--- src/rtl/traffic_phase_ctrl_if.sv ---
// rtl/traffic_phase_ctrl_if.sv - phase-timer link between the sequencer and the loadable timer
interface traffic_phase_ctrl_if #(
  parameter int W = 6
);
  logic [W-1:0] count;
  logic         load;
  logic [W-1:0] value;

  modport master (input count, output load, output value);
  modport slave  (output count, input load, input value);
endinterface

--- src/rtl/traffic_phase_ctrl.sv ---
// rtl/traffic_phase_ctrl.sv - light-phase sequencer with latched WALK and flashing-yellow override
module traffic_phase_ctrl #(
  parameter int W        = 6,
  parameter int GREEN_T  = 30,
  parameter int YELLOW_T = 5,
  parameter int ALLRED_T = 2,
  parameter int WALK_T   = 10,
  parameter int FLASH_T  = 2
) (
  input  logic                 clk,
  input  logic                 rst,
  traffic_phase_ctrl_if.master tmr,
  input  logic                 ped_req_i,
  input  logic                 flash_i,
  output logic [2:0]           ns_light_o,
  output logic [2:0]           ew_light_o,
  output logic                 walk_o,
  output logic                 ped_wait_o,
  output logic [2:0]           phase_o
);

  localparam int T_MAX = (1 << W) - 1;

  if (GREEN_T < 1 || GREEN_T > T_MAX || YELLOW_T < 1 || YELLOW_T > T_MAX ||
      ALLRED_T < 1 || ALLRED_T > T_MAX || WALK_T < 1 || WALK_T > T_MAX ||
      FLASH_T < 1 || FLASH_T > T_MAX) begin : g_param_err
    $error("traffic_phase_ctrl: every duration must lie in 1..2^W-1");
  end

  localparam logic [W-1:0] C_GREEN  = W'(GREEN_T - 1);
  localparam logic [W-1:0] C_YELLOW = W'(YELLOW_T - 1);
  localparam logic [W-1:0] C_ALLRED = W'(ALLRED_T - 1);
  localparam logic [W-1:0] C_WALK   = W'(WALK_T - 1);
  localparam logic [W-1:0] C_FLASH  = W'(FLASH_T - 1);

  typedef enum logic [2:0] {
    RED_A     = 3'd0,
    NS_GREEN  = 3'd1,
    NS_YELLOW = 3'd2,
    RED_B     = 3'd3,
    EW_GREEN  = 3'd4,
    EW_YELLOW = 3'd5,
    WALK      = 3'd6,
    FLASH     = 3'd7
  } state_t;

  state_t       r_state;
  logic         r_load;
  logic [2:0]   r_ns;
  logic [2:0]   r_ew;
  logic         r_walk;
  logic         r_ped_pend;
  logic         r_flash_tgl;

  state_t       w_state_nx;
  logic         w_load_nx;
  logic         w_tgl_nx;
  logic [2:0]   w_ns_nx;
  logic [2:0]   w_ew_nx;
  logic         w_ped_nx;
  logic [W-1:0] w_end_cnt;
  logic         w_end;

  always_comb begin
    w_end_cnt = C_FLASH;
    case (r_state)
      RED_A, RED_B:         w_end_cnt = C_ALLRED;
      NS_GREEN, EW_GREEN:   w_end_cnt = C_GREEN;
      NS_YELLOW, EW_YELLOW: w_end_cnt = C_YELLOW;
      WALK:                 w_end_cnt = C_WALK;
      default:              w_end_cnt = C_FLASH;
    endcase
  end

  // The count seen during the load cycle is stale, so it never ends a phase.
  assign w_end = !r_load && (tmr.count == w_end_cnt);

  always_comb begin
    w_state_nx = r_state;
    w_load_nx  = 1'b0;
    w_tgl_nx   = r_flash_tgl;
    if (flash_i && r_state != FLASH) begin
      w_state_nx = FLASH;
      w_load_nx  = 1'b1;
      w_tgl_nx   = 1'b1;
    end else begin
      case (r_state)
        RED_A:     if (w_end) begin w_state_nx = r_ped_pend ? WALK : NS_GREEN; w_load_nx = 1'b1; end
        NS_GREEN:  if (w_end) begin w_state_nx = NS_YELLOW; w_load_nx = 1'b1; end
        NS_YELLOW: if (w_end) begin w_state_nx = RED_B;     w_load_nx = 1'b1; end
        RED_B:     if (w_end) begin w_state_nx = EW_GREEN;  w_load_nx = 1'b1; end
        EW_GREEN:  if (w_end) begin w_state_nx = EW_YELLOW; w_load_nx = 1'b1; end
        EW_YELLOW: if (w_end) begin w_state_nx = RED_A;     w_load_nx = 1'b1; end
        WALK:      if (w_end) begin w_state_nx = NS_GREEN;  w_load_nx = 1'b1; end
        FLASH: begin
          if (!flash_i) begin
            w_state_nx = RED_A;
            w_load_nx  = 1'b1;
          end else if (w_end) begin
            w_tgl_nx  = ~r_flash_tgl;
            w_load_nx = 1'b1;
          end
        end
        default: begin
          w_state_nx = RED_A;
          w_load_nx  = 1'b1;
        end
      endcase
    end
  end

  // Lamps follow the next state so they change on the same edge as the phase.
  always_comb begin
    w_ns_nx = 3'b100;
    w_ew_nx = 3'b100;
    case (w_state_nx)
      NS_GREEN:  w_ns_nx = 3'b001;
      NS_YELLOW: w_ns_nx = 3'b010;
      EW_GREEN:  w_ew_nx = 3'b001;
      EW_YELLOW: w_ew_nx = 3'b010;
      FLASH: begin
        w_ns_nx = w_tgl_nx ? 3'b010 : 3'b000;
        w_ew_nx = w_tgl_nx ? 3'b010 : 3'b000;
      end
      default: ;
    endcase
  end

  always_comb begin
    w_ped_nx = r_ped_pend;
    if (w_state_nx == WALK && r_state != WALK) w_ped_nx = 1'b0;
    else if (ped_req_i && r_state != WALK)     w_ped_nx = 1'b1;
  end

  always_ff @(posedge clk or posedge rst) begin
    if (rst) begin
      r_state     <= RED_A;
      r_load      <= 1'b1;
      r_ns        <= 3'b100;
      r_ew        <= 3'b100;
      r_walk      <= 1'b0;
      r_ped_pend  <= 1'b0;
      r_flash_tgl <= 1'b0;
    end else begin
      r_state     <= w_state_nx;
      r_load      <= w_load_nx;
      r_ns        <= w_ns_nx;
      r_ew        <= w_ew_nx;
      r_walk      <= (w_state_nx == WALK);
      r_ped_pend  <= w_ped_nx;
      r_flash_tgl <= w_tgl_nx;
    end
  end

  assign tmr.load   = r_load;
  assign tmr.value  = '0;
  assign ns_light_o = r_ns;
  assign ew_light_o = r_ew;
  assign walk_o     = r_walk;
  assign ped_wait_o = r_ped_pend;
  assign phase_o    = r_state;

endmodule

--- src/flat_wrapper.sv ---
// flat-port wrapper written by rule: the top's interface ports become plain ports
module traffic_phase_ctrl_flat 
#(
  parameter int W        = 6,
  parameter int GREEN_T  = 30,
  parameter int YELLOW_T = 5,
  parameter int ALLRED_T = 2,
  parameter int WALK_T   = 10,
  parameter int FLASH_T  = 2
)
  (clk, rst, ped_req_i, flash_i, ns_light_o, ew_light_o, walk_o, ped_wait_o, phase_o, tmr_count, tmr_load, tmr_value);
  traffic_phase_ctrl_if #(.W(W)) tmr_i ();
  input  logic clk;
  input  logic rst;
  input  logic ped_req_i;
  input  logic flash_i;
  output logic [2:0] ns_light_o;
  output logic [2:0] ew_light_o;
  output logic walk_o;
  output logic ped_wait_o;
  output logic [2:0] phase_o;
  input wire logic [$bits(tmr_i.count)-1:0] tmr_count;
  output wire logic [$bits(tmr_i.load)-1:0] tmr_load;
  output wire logic [$bits(tmr_i.value)-1:0] tmr_value;
  assign tmr_i.count = tmr_count;
  assign tmr_load = tmr_i.load;
  assign tmr_value = tmr_i.value;
  traffic_phase_ctrl #(.W(W), .GREEN_T(GREEN_T), .YELLOW_T(YELLOW_T), .ALLRED_T(ALLRED_T), .WALK_T(WALK_T), .FLASH_T(FLASH_T)) u_core (.clk(clk), .rst(rst), .tmr(tmr_i), .ped_req_i(ped_req_i), .flash_i(flash_i), .ns_light_o(ns_light_o), .ew_light_o(ew_light_o), .walk_o(walk_o), .ped_wait_o(ped_wait_o), .phase_o(phase_o));
endmodule
--- config.mk ---
export PLATFORM = sky130hd
export DESIGN_NAME = traffic_phase_ctrl_flat
export DESIGN_NICKNAME = d
export VERILOG_FILES = /design/src/rtl/traffic_phase_ctrl_if.sv /design/src/rtl/traffic_phase_ctrl.sv /design/src/flat_wrapper.sv
export SDC_FILE = /design/constraint.sdc
export NUM_CORES = 1
export LEC_CHECK = 0
export ABC_CLOCK_PERIOD_IN_PS = 2800
export CORE_AREA = 2 2 47 49
export CTS_CLUSTER_SIZE = 25
export DETAILED_ROUTE_END_ITERATION = 8
export DIE_AREA = 0 0 49 51
export GPL_ROUTABILITY_DRIVEN = 0
export PLACE_DENSITY = 0.75
export SYNTH_ARGS = -nofsm -noshare
export SYNTH_HDL_FRONTEND = slang
export SYNTH_SLANG_ARGS = --single-unit
--- constraint.sdc ---
create_clock -name clk -period 2.8 [get_ports clk]
set_input_delay 0.56 -clock clk [delete_from_list [all_inputs] [get_ports clk]]
set_output_delay 0.56 -clock clk [all_outputs]
set_load 0.02 [all_outputs]
==> results of run 1 <==
## cells in the final DEF, fill, tap and decap left out, drive strengths merged, types with 2 or more instances in the layout
cell            n
nand2           6
nand2b          3
dfrtp          10
clkbuf          4
nand3b          2
buf             4
conb            6
a211oi          2
and3            3
or3             3
nand4           2
nor3b           4
nand3           2
xnor2           3
clkdlybuf4s50  21
dfstp           3
o21ai           5
a21oi           6
inv             5
xor2            5
## layer usage
layer | wire length [µm] | up-vias
met3 | 94 | 2
met1 | 715 | 329
li1 | - | 325
met4 | 14 | 0
met5 | 0 | -
met2 | 863 | 22
## cells by family after synthesis
group                  Yosys count
flip-flops                      13
AO/OA/AOI/OAI                   16
AND/OR/NAND/NOR                 31
buffers and inverters           17
other                            1
XOR/XNOR                         8
## worst reg2reg max path, delay by kind of cell, from the launching register on
family,cells,cell delay [ps]
compound gates,3,350
buf+inv,1,110
flops,1,580
simple gates,5,1440
## worst paths after layout
check	cells past startpoint	slack [ps]	end
worst max register to register	9	230	u_core.ped_wait_o
worst min-delay path	2	540	u_core.r_flash_tgl
max in group asynchronous	2	1860	u_core.ew_light_o[2]
min in group asynchronous	2	600	u_core.walk_o
worst min register to register	2	540	u_core.r_flash_tgl
worst max-delay path	9	210	u_core.ped_wait_o
## power by group through the flow
stage / logic, mW / clock network (mW) / registers [mW]
floorplan: 0.315 / 0 / 0.380
global placement: 0.498 / 0 / 0.336
detailed placement: 0.509 / 0 / 0.339
CTS: 0.512 / 0.118 / 0.337
global route: 0.556 / 0.132 / 0.350
finish: 0.509 / 0.113 / 0.336
## registers in the layout, summed over array words and instances, names as in the netlist
register and count:
u_core.ns_light_o 3, u_core.walk_o 1, u_core.ew_light_o 3, u_core.tmr.load 1, u_core.r_flash_tgl 1, u_core.ped_wait_o 1
u_core.phase_o 3
## final cells by class
class	instances	area, µm²	area share [%]
Timing Repair Buffer	25	240.2	22.80
Multi-Input combinational cell	61	404.1	38.36
Tap cell	28	35.03	3.325
Inverter	5	18.77	1.781
Clock buffer	4	26.28	2.494
Sequential cell	13	329.1	31.24
## stage by stage
stage,hold WS (ps),TNS [ps],worst slack [ps],instance area [µm²]
finish,541.4,0,207.6,1054
global route,576.7,0,48.30,1054
CTS,545.5,0,207.0,1054
detailed placement,522.8,-208.5,-78.37,1027
global placement,519.8,-29.71,-24.63,1027
floorplan,434.8,0,368.0,858.3
==> impl_metrics.py, run 1 <==
metrics = {
    "status": {
        "outcome": "finished, final reports clean",
    },
    "global_route": {
        "met3_usage_pct": 5.848,
        "grt_max_degree": 17,
        "use_met2_pct": 26.94,
        "antenna_found_initial": 0,
        "gr-usage-met1_pct": 17.80,
        "grt_use_total_pct": 15.47,
        "grt_pass1_vias": 676,
        "busiest_layer": "met2",
        "grt_pass1_wl_um": 2939,
        "grt_overflow": 0,
    },
    "cts": {
        "cts_tree": "built",
        "post_cts_resized": 0,
        "cts.sinks": 13,
        "htreeDepth": 1,
        "clkLatencyLatePin_ps": 270,
        "post-cts-setup-buffers": 0,
        "root_buffer": "clkbuf_4",
        "holdBufCountCts": 0,
        "cts_buffers": 3,
        "clkTransAtPathRegs_ps": 80,
        "clockBufferDepth": 2,
    },
    "critical_path": {
        "crit_chain": "clkdlybuf4s50_1, xnor2_1, o21ai_1, a221o_2, and3_4, nor3b_1, or3_1, nor3b_2, a21oi_1",
        "worstSetupPathType": "input pin to register",
        "crit_family": "simple AND/OR/NAND/NOR gates",
        "worstPathMaxFanout": 7,
        "cp.required_ps": 2960,
        "worst-path-buf-inv": 1,
        "crit_path_max_incr_delay_ps": 540,
        "worst_setup_path_end_kind": "register",
        "crit_path_start_kind": "input pin",
        "crit_arrival_ps": 2760,
        "timing.rr.start": "u_core.phase_o[2]",
        "crit_start": "tmr_count[0]",
        "crit_slowest_cell": "clkdlybuf4s50_1",
    },
    "timing": {
        "fin_skew_ps": 5.080,
        "worstMarginPinSlew_ps": 538.0,
        "timing.final.hold_violations": 0,
        "slew_viol_final": 0,
        "rsz0062_at_grt": "false",
        "setup_violations": 0,
        "relSlewSlack_pct": 64.13,
        "fmax_ghz": 0.3857,
        "min_period_over_period_pct": 92.59,
        "fin_crit_ps": 2592,
    },
    "placement": {
        "dp_cells": 132,
        "hpwlAfterDp_um": 1257,
        "io_buffers": 21,
    },
    "die": {
        "die_x_um": 49,
        "design.core.area_um2": 2063,
        "io-pin-count": 28,
        "start_util_pct": 40.69,
        "rows": 17,
        "dieHeight_um": 51,
        "die_area_um2": 2499,
    },
    "final_layout": {
        "drive_gt1_share_pct": 15.74,
        "fillCellCount": 202,
        "n_antenna_cell": 0,
        "fin_cells": 136,
        "fin_nets": 119,
        "synthToLayoutAreaGrowth_pct": 25.48,
        "final_util_pct": 51.06,
    },
    "synth": {
        "synth-seq-cells": 13,
        "synthArstFlopShare_pct": 100.0,
        "yosysTopAreaCell": "dfrtp_1",
        "syn_area_um2": 839.6,
        "yosysWarnings": 0,
        "synth_xor_area_share_pct": 8.346,
        "synth_top_family_by_area": "simple AND/OR/NAND/NOR gates",
        "synth_top_area_share_pct": 29.81,
        "synth-seq-area-share_pct": 39.20,
        "ys.flop_type": "dfrtp_1",
        "synth.area.top_cells": "dfrtp_1 (30%), dfstp_2 (9.4%), buf_6 (6.7%)",
        "synth.mux.area_fraction_pct": 0,
        "syn_avg_cell_area_um2": 9.762,
        "synth.top_cells.by_count": "dfrtp_1 (10), buf_4 (6), nand2_1 (6)",
        "ys_types": 34,
        "synth_edf_count": 0,
        "netlist_instances": 86,
        "synth.most_common_cell": "dfrtp_1",
        "synthSimpleGateAreaFrac_pct": 24.74,
        "synth_compound_area_share_pct": 12.37,
        "synth_fa_ha_area_share_pct": 0,
    },
    "power_and_ir_drop": {
        "ir_worst_vdd_uv": 807.0,
        "power_frac_seq_pct": 35.1,
        "combPwrFrac_pct": 53.1,
        "intPower_uw": 559.0,
        "power_uw": 958.2,
        "powerDensity_nw_per_um2": 909.6,
        "p_sw_uw": 399.3,
        "p_leak_nw": 0.4289,
        "p_sw_share_pct": 41.67,
        "p_clk_share_pct": 11.8,
    },
    "route": {
        "wl_per_cell_um": 12.40,
        "drt_pass1_iterations": 4,
        "drc": 0,
        "drt_iter0_drc": 8,
        "wl_um": 1686,
        "vias": 678,
        "drtAntennaViolNets": 0,
        "routed_via_density": 4.985,
    },
    "flow_run": {
        "max_cap_viol_count": 0,
    },
    "min_path": {
        "hold_path_class": "register to register",
        "min_from": "u_core.r_flash_tgl",
    },
}
Power figures use the tool's default switching activity.
==> run 2: changes to the inputs <==
--- a/config.mk
+++ b/config.mk
@@ -6,10 +6,9 @@
 export NUM_CORES = 1
 export LEC_CHECK = 0
 export ABC_CLOCK_PERIOD_IN_PS = 2800
-export CORE_AREA = 2 2 47 49
-export CTS_CLUSTER_SIZE = 25
+export CORE_AREA = 5 5 50 52
 export DETAILED_ROUTE_END_ITERATION = 8
-export DIE_AREA = 0 0 49 51
+export DIE_AREA = 0 0 55 57
 export GPL_ROUTABILITY_DRIVEN = 0
 export PLACE_DENSITY = 0.75
 export SYNTH_ARGS = -nofsm -noshare
==> run 2 against run 1 <==
Net effect: clock skew shrank 2.5 ps; global-route usage is 3.2 points lower; combinational power up 0.8%; largest cell class unchanged.
==> impl_metrics.py, run 2 (synthesis gave the netlist of run 1 again) <==
metrics = {
    "status": {
        "outcome": "finished, final reports clean",
    },
    "final_layout": {
        "fillCellCount": 203,
        "final_common_cell": "clkdlybuf4s50_1",
        "fin_nets": 119,
        "synthToLayoutAreaGrowth_pct": 25.63,
        "mostFrequentLayoutCells": "clkdlybuf4s50_1 (21), dfrtp_1 (9), nand2_1 (6), conb_1 (6)",
        "n_antenna_cell": 0,
        "drive_gt1_share_pct": 16.67,
        "fin_cells": 136,
    },
    "timing": {
        "timing.final.hold_violations": 0,
        "rsz0062_at_grt": "false",
        "fin_skew_ps": 2.616,
        "fmax_ghz": 0.3831,
        "setup_violations": 0,
        "slew_viol_final": 0,
        "fin_tns_setup_ps": 0,
        "min_period_over_period_pct": 93.24,
        "fin_crit_ps": 2611,
    },
    "global_route": {
        "antenna_found_initial": 0,
        "use_met2_pct": 20.78,
        "grt_pass1_vias": 662,
        "met3_usage_pct": 3.133,
        "grt_overflow": 0,
        "busiest_layer": "met2",
        "grt_max_degree": 17,
        "gr-usage-met1_pct": 13.84,
        "grt_use_total_pct": 12.32,
        "grt_pass1_wl_um": 2773,
    },
    "critical_path": {
        "worst_setup_path_end_kind": "register",
        "crit_path_start_kind": "input pin",
        "cp.required_ps": 2960,
        "worstSetupPathType": "input pin to register",
        "worstPathMaxFanout": 7,
        "crit_arrival_ps": 2770,
    },
    "power_and_ir_drop": {
        "combPwrFrac_pct": 53.3,
        "powerDensity_nw_per_um2": 912.5,
        "ir_worst_vdd_uv": 574.6,
        "p_leak_nw": 0.4281,
        "intPower_uw": 561.1,
        "power_frac_seq_pct": 35.0,
        "p_clk_share_pct": 11.7,
        "p_sw_uw": 401.4,
        "p_sw_share_pct": 41.70,
    },
    "cts": {
        "cts_tree": "built",
        "clkTransAtPathRegs_ps": 70,
        "holdBufCountCts": 0,
        "root_buffer": "clkbuf_4",
        "htreeDepth": 1,
        "clockBufferDepth": 2,
        "cts_buffers": 3,
        "clkLatencyLatePin_ps": 280,
        "cts.sinks": 13,
    },
    "min_path": {
        "hold_path_class": "register to register",
    },
    "route": {
        "drc": 0,
        "drt_iter0_drc": 10,
        "vias": 666,
        "drtAntennaViolNets": 0,
        "drt_pass1_iterations": 3,
        "wl_per_cell_um": 12.85,
        "wl_um": 1747,
        "routed_via_density": 4.897,
    },
    "die": {
        "die_area_um2": 3135,
        "design.core.area_um2": 2063,
        "io-pin-count": 28,
        "rows": 17,
        "dieHeight_um": 57,
        "start_util_pct": 40.69,
        "die_x_um": 55,
    },
    "placement": {
        "hpwlAfterDp_um": 1368,
        "dp_cells": 132,
        "io_buffers": 21,
    },
    "flow_run": {
        "max_cap_viol_count": 0,
    },
}
run 2: per-stage QoR:
stage	util [%]	setup slack, ps	area, µm²	hold WS [ps]	total power [mW]
floorplan	-	368.0	858.3	434.8	0.6954
global placement	49.79	-22.11	1027	520.9	0.8363
detailed placement	49.79	-84.04	1027	522.8	0.8534
CTS	51.06	177.4	1054	545.3	0.9698
global route	51.12	14.14	1055	574.7	1.028
finish	51.12	189.4	1055	541.7	0.9625
run 2: path summary, 6_finish.rpt:
kind / startpoint / end / slack (ps) / depth (start not counted)
setup / recovery: tmr_count[0] / u_core.ped_wait_o / 190 / 9
min in group asynchronous: rst / u_core.ew_light_o[1] / 590 / 2
setup reg to reg: u_core.phase_o[0] / u_core.ped_wait_o / 210 / 9
max in group asynchronous: rst / u_core.tmr.load / 1860 / 2
hold reg to reg: u_core.r_flash_tgl / u_core.r_flash_tgl / 540 / 2
hold / removal: u_core.r_flash_tgl / u_core.r_flash_tgl / 540 / 2
run 2: worst max-delay path: stages:
cell and delay [ps]:
clkdlybuf4s50_1 540, xnor2_1 140, o21ai_1 70, a221o_2 370
and3_4 160, nor3b_1 120, or3_1 440, nor3b_2 260
a21oi_1 100
run 2: routing by layer:
| metal | share of wire, % | vias to the layer above | wire, µm |
|---|---|---|---|
| met5 | 0 | - | 0 |
| met4 | 2.4 | 0 | 42 |
| met2 | 51 | 16 | 892 |
| met1 | 43 | 318 | 747 |
| met3 | 3.7 | 4 | 65 |
| li1 | - | 328 | - |
run 2: cell type report:
cell class | instances | area (µm²) | share of cell area, %
inverters | 5 | 18.77 | 1.779
clock buffers | 4 | 26.28 | 2.491
flip-flops and latches | 13 | 330.3 | 31.32
repair buffers | 25 | 240.2 | 22.78
multi-input cells | 61 | 404.1 | 38.32
well taps | 28 | 35.03 | 3.321
run 2: power groups by stage:
stage | Combinational (mW) | Clock, mW | Sequential, mW
after global routing | 0.556 | 0.124 | 0.347
after global placement | 0.499 | 0 | 0.337
final | 0.513 | 0.112 | 0.337
after floorplan | 0.315 | 0 | 0.380
after detailed placement | 0.513 | 0 | 0.341
after CTS | 0.517 | 0.117 | 0.336
run 2: timing repair:
item                       in CTS  in global routing
gates resized for setup         0                  1
setup endpoints to repair       0                  1
buffers inserted                0                  0
==> run 3: changes to the inputs <==
--- a/config.mk
+++ b/config.mk
@@ -7,6 +7,7 @@
 export LEC_CHECK = 0
 export ABC_CLOCK_PERIOD_IN_PS = 2800
 export CORE_AREA = 5 5 50 52
+export CTS_CLUSTER_DIAMETER = 100
 export DETAILED_ROUTE_END_ITERATION = 8
 export DIE_AREA = 0 0 55 57
 export GPL_ROUTABILITY_DRIVEN = 0
==> results of run 3 <==
Same layout as run 2: the final DEF is identical, and so are final timing and power.
